## config.mk

```make
export PLATFORM = sky130hd
export DESIGN_NAME = gpi_input_conditioner
export DESIGN_NICKNAME = d
export VERILOG_FILES = /design/src/rtl/gpi_input_conditioner.sv
export SDC_FILE = /design/constraint.sdc
export NUM_CORES = 1
export LEC_CHECK = 0
export CELL_PAD_IN_SITES_DETAIL_PLACEMENT = 1
export CELL_PAD_IN_SITES_GLOBAL_PLACEMENT = 1
export CORE_MARGIN = 5
export CORE_UTILIZATION = 45
export DETAILED_ROUTE_END_ITERATION = 10
export GPL_TIMING_DRIVEN = 0
export PLACE_DENSITY = 0.86
export SYNTH_ARGS = -nofsm -noshare
export SYNTH_HDL_FRONTEND = slang
export SYNTH_SLANG_ARGS = --single-unit
```

## constraint.sdc

```tcl
create_clock -name clk -period 9.33 [get_ports clk]
set_input_delay 1.3995 -clock clk [delete_from_list [all_inputs] [get_ports clk]]
set_output_delay 1.3995 -clock clk [all_outputs]
set_load 0.05 [all_outputs]
```

## src/rtl/gpi_input_conditioner.sv

```systemverilog
// Synchronizes and debounces board switches/buttons for the MCS GPI ports,
// and latches sticky button-press and switch-change events until firmware acks them.
module gpi_input_conditioner #(
    parameter int unsigned N_SW            = 8,
    parameter int unsigned N_BTN           = 4,
    parameter int unsigned DEBOUNCE_CYCLES = 500000,
    parameter int unsigned CNT_W           = 19
) (
    input  logic             clk,
    input  logic             reset,
    input  logic [N_SW-1:0]  sw_raw,
    input  logic [N_BTN-1:0] btn_raw,
    input  logic [N_BTN-1:0] ack_btn,
    input  logic             ack_sw,
    output logic [N_SW-1:0]  sw_clean,
    output logic [N_BTN-1:0] btn_clean,
    output logic [N_BTN-1:0] btn_event,
    output logic             sw_changed
);

    localparam int unsigned    N_ALL   = N_SW + N_BTN;
    localparam logic [CNT_W-1:0] CNT_MAX = CNT_W'(DEBOUNCE_CYCLES - 1);

    // Switches occupy the low bits, buttons the high bits of every per-bit vector.
    logic [N_ALL-1:0]            raw;
    logic [N_ALL-1:0]            s1_q;
    logic [N_ALL-1:0]            s2_q;
    logic [N_ALL-1:0]            lvl_q;
    logic [N_ALL-1:0]            lvl_d;
    logic [N_ALL-1:0]            prev_q;
    logic [N_ALL-1:0][CNT_W-1:0] cnt_q;
    logic [N_ALL-1:0][CNT_W-1:0] cnt_d;
    logic [N_BTN-1:0]            btn_event_q;
    logic [N_BTN-1:0]            btn_event_d;
    logic                        sw_changed_q;
    logic                        sw_changed_d;
    logic [N_BTN-1:0]            rise;
    logic                        chg;

    assign raw = {btn_raw, sw_raw};

    // Per-bit debounce: a level is accepted only after DEBOUNCE_CYCLES disagreeing samples in a row.
    always_comb begin
        lvl_d = lvl_q;
        cnt_d = '0;
        for (int i = 0; i < int'(N_ALL); i++) begin
            if (s2_q[i] != lvl_q[i]) begin
                if (cnt_q[i] == CNT_MAX) begin
                    lvl_d[i] = s2_q[i];
                end else begin
                    cnt_d[i] = cnt_q[i] + CNT_W'(1);
                end
            end
        end
    end

    // Sticky events: a fresh set beats a simultaneous ack so no event is lost.
    always_comb begin
        rise         = lvl_q[N_ALL-1:N_SW] & ~prev_q[N_ALL-1:N_SW];
        chg          = |(lvl_q[N_SW-1:0] ^ prev_q[N_SW-1:0]);
        btn_event_d  = rise | (btn_event_q & ~ack_btn);
        sw_changed_d = chg | (sw_changed_q & ~ack_sw);
    end

    always_ff @(posedge clk or posedge reset) begin
        if (reset) begin
            s1_q         <= '0;
            s2_q         <= '0;
            lvl_q        <= '0;
            prev_q       <= '0;
            cnt_q        <= '0;
            btn_event_q  <= '0;
            sw_changed_q <= 1'b0;
        end else begin
            s1_q         <= raw;
            s2_q         <= s1_q;
            lvl_q        <= lvl_d;
            prev_q       <= lvl_q;
            cnt_q        <= cnt_d;
            btn_event_q  <= btn_event_d;
            sw_changed_q <= sw_changed_d;
        end
    end

    assign sw_clean   = lvl_q[N_SW-1:0];
    assign btn_clean  = lvl_q[N_ALL-1:N_SW];
    assign btn_event  = btn_event_q;
    assign sw_changed = sw_changed_q;

endmodule

```

Word-level counts from Yosys, hierarchy flattened
Index checks and enable logic that the tools add are counted.
- register bits after elaboration: 281
- latch bits: 0
- RAM bits: 0
- bits in read-only memories: 0
- memories: 0
- add/subtract/negate cells: 12
- $mul: 0
- div/mod/pow operators: 0
- order comparisons: 0
- equal/unequal tests: 24
- shift-type cells: 0
- multiplexer cells: 24
- bitwise operators: 9
- reductions and logical operators: 13
- operators by type and width (kind ; number):
    19-bit two-way mux ; 24
    19-bit by 1-bit adder with 19-bit output, second input constant ; 12
    19-bit equality test, second input constant ; 12
    2-bit AND reduction ; 12
    1-bit inequality test ; 12
    4-bit AND ; 2
    4-bit NOT ; 2
    8-bit OR reduction ; 1
    8-bit XOR ; 1
    4-bit OR ; 1
    1-bit AND ; 1
    1-bit NOT ; 1
    1-bit OR ; 1

Logic depth before layout (Yosys ltp)
- word-level depth: 3
- depth in mapped cells: 6
- gate-level depth less buffers: 5

Worst setup path before layout
OpenSTA, ideal clock, no wires.
- path kind: register -> output
- start point: register lvl_q[3]
- end point: output sw_clean[3]
- data arrival time: 664 ps
- setup slack: 7267 ps
- cell stages (with the launch flop): 1
- cells stage by stage: dfrtp_1
- RTL lines (what ; RTL line ; text):
    start: declaration ; 28 ; logic [N_ALL-1:0] lvl_q;
    start signal: assignment ; 77 ; lvl_q <= lvl_d;
    end: declaration ; 15 ; output logic [N_SW-1:0] sw_clean,
No word-level cell between the ends.

Worst setup path in the final report
- start point: register lvl_q[3]
- end point: output sw_clean[3]
No word-level cell between the ends.

==> run summary <==
maximum VDD drop: 143 uV
Routed Antenna Nets: 0
worst skew pair latency: 0.55 ns
Post-CTS Resized: 0
share of layout cells above drive strength 1: 0.0806
largest net degree at the start of global routing: 117
initial antenna violation count: 0
Ports: 36
total core area: 0.0287 mm2
Worst Hold Endpoint: s2_q[3]
first-pass GRT wire length: 51,800 um
flops & latches, synth: 281
status: finished clean
Synth Cell Area: 0.0131 mm2
CTS tree: built
mux share of post-synthesis cell area: 0.0103
Worst setup SP type: flip-flop
Synth Area in Compound Gates: 0.0563
number of cells on the worst reg-to-reg path: 6
CP Cell Sequence: clkdlybuf4s50_1
post-DR vias/cell: 5.57
pre-CTS WS: 6.36 ns
setup repair bufs after CTS: 0
Detailed Route WL: 29,800 um
layout net count: 1,385
die height: 181 um
GPL Wtd Cong: 0.811
WS Path Type: reg2out
crit-path max FO: 5
HP Start: s1_q[3]
slowest cell on the critical path: clkdlybuf4s50_1
Worst Setup End Kind: output port
IO buf count: 35
Synth Area per Inst: 10.2 um2
post-route worst setup slack: 5.99 ns
clock skew: 0.00777 ns
Synth cell types: 46
Num CTS Buffers: 30
post-synthesis xor/xnor area fraction: 0.114
Area Growth Syn to Fin: 15.0%
LEAKAGE: 6.01 nW
fin crit period: 3.34 ns
cts hold-fix bufs: 0
largest stage delay on the critical path: 0.89 ns
number of fill cells in the layout: 3,189
Total GRT Usage: 0.182
syn_nets: 1,316
initial DRC count: 444
PD cells: 174 mW/mm2
final hold viol count: 0
Root Driver: clkbuf_16
Simple-Gate Fraction of Synth Area: 0.247
Setup violations, final: 0
Arrival @ worst endpoint: 1.94 ns
DPL Wire Length: 19,400 um
max-cap violations: 0
Slew headroom: 0.474
commonest non-fill, non-tap cells in the layout: dfrtp_1, nor2_1, xnor2_1
Syn Inst Count: 1,285
worst path buffer plus inverter count: 1
Slew @ Worst Pin: 0.784 ns
largest family of logic cells by synthesized area: simple AND/OR/NAND/NOR gates
Post-Synth Adder-Cell Area: 0.0115
FP Rows: 62
clock sinks: 281
post-synthesis sequential area ratio: 0.537
Hold Crit Class: reg2reg
grt ovf: 0
vias in the first global route: 10,636
Pwr Total: 2.62 mW
Longest Clk Path Bufs: 3
die area: 0.0326 mm2
period utilisation layout: 0.358
initial core utilization: 0.456
delay-heaviest family, CP: buffers and inverters
DR DRC count: 0
fin. max-slew vios: 0
most common cell after layout, fill and taps aside: dfrtp_1
DR pass1 iterations: 4
Clock transition at path regs: 0.06 ns
hold depth: 0
RR Endpoint: cnt_q[102]
H-tree Lvls: 1
YS warnings: 0
worst reg2reg path startpoint: cnt_q[95]
Antenna Cells: 0
die width: 181 um
CP required: 7.93 ns
Worst R2R Setup Slack: 6.80 ns
routed vias: 9,806
wire per inst: 16.9 um
RSZ-0062 raised after global routing: no
f_max: 300 MHz
-- layer usage --
layer  global-route usage  vias up  part of all wire
met4               0.0439        0             0.024
met1                0.230     4981              0.44
li1                     -     4672                 -
met2                0.332      101              0.52
met5                    0        -                 0
met3               0.0228       52             0.022
-- worst register-to-register path, stage by stage, from the launching register on --
cell	delay (ns)
dfrtp_1	0.39
ha_1	0.26
and4_1	0.34
nand4_1	0.20
o21ai_1	0.65
clkbuf_1	0.45
nor2_1	0.10
-- where the power goes --
| part | total [mW] | switching (mW) | internal, mW |
|---|---|---|---|
| combinational | 0.0848 | 0.0583 | 0.0265 |
| clock | 1.28 | 0.487 | 0.789 |
| sequential | 1.25 | 0.0174 | 1.24 |
| total | 2.62 | 0.563 | 2.05 |
-- layout make-up --
type | instances | area (um2) | area share
flip-flops and latches | 281 | 7030 | 0.467
multi-input cells | 931 | 5760 | 0.382
clock buffers | 40 | 870 | 0.0577
well taps | 384 | 480 | 0.0319
repair buffers | 37 | 405 | 0.0269
clock inverters | 16 | 208 | 0.0138
inverters | 46 | 180 | 0.0120
plain buffers | 27 | 131 | 0.00872
-- cell usage after synthesis (all sizes together) --
cell,instances,area share
nand4bb,1,0.00086
inv,46,0.013
and4,14,0.0095
or4bb,2,0.0017
o31ai,24,0.014
a21oi,53,0.020
or2,8,0.0038
nor4bb,4,0.0031
and2,5,0.0024
nor3b,1,0.00057
nand2,72,0.021
xor2,75,0.050
xnor2,96,0.064
o41ai,2,0.0013
clkbuf,19,0.0056
nor2,208,0.060
or3b,4,0.0027
nand4,68,0.033
nor4b,8,0.0054
buf,8,0.0044
a31o,1,0.00067
o21ai,38,0.018
ha,12,0.011
nand2b,1,0.00048
or4b,4,0.0031
o22ai,4,0.0019
dfrtp,281,0.54
or4,36,0.021
nand3,70,0.030
or3,34,0.016
mux2,12,0.010
and3,11,0.0053
nor4,35,0.017
nor3,28,0.011
-- logic make-up (layout without fill, tap and decap cells) --
group                    Yosys count  count (layout)
flip-flops                       281             281
AO/OA/AOI/OAI                    122             122
adder cells (fa/ha/maj)           12              12
multiplexers                      12              12
AND/OR/NAND/NOR                  614             614
buffers and inverters             73             166
XOR/XNOR                         171             171
-- flip-flops by register name, summed over array words and instances, names as in the netlist --
| name | cells |
|---|---|
| s1_q | 12 |
| prev_q | 12 |
| sw_changed | 1 |
| lvl_q | 12 |
| s2_q | 12 |
| cnt_q | 228 |
| btn_event | 4 |
-- worst max-delay path by stage --
stage / from / to / depth (start not counted)
2_1_floorplan: reset / btn_event[0] / 1
3_3_place_gp: reset / cnt_q[180] / 2
3_5_place_dp: reset / cnt_q[37] / 3
4_1_cts: lvl_q[3] / sw_clean[3] / 1
5_1_grt: lvl_q[3] / sw_clean[3] / 1
6_report: lvl_q[3] / sw_clean[3] / 1
-- per-stage QoR --
step	instance area, um2	cells	TNS [ns]	hold WS (ns)	util
after global routing	15100	1762	0	0.365	0.525
after detailed placement	14000	1706	0	0.336	0.487
after floorplan	13100	1285	0	0.331	-
after global placement	13900	1704	-946.91	0.332	0.485
final	15100	1762	0	0.350	0.525
after CTS	15100	1762	0	0.351	0.525
Power figures use the tool's default switching activity.
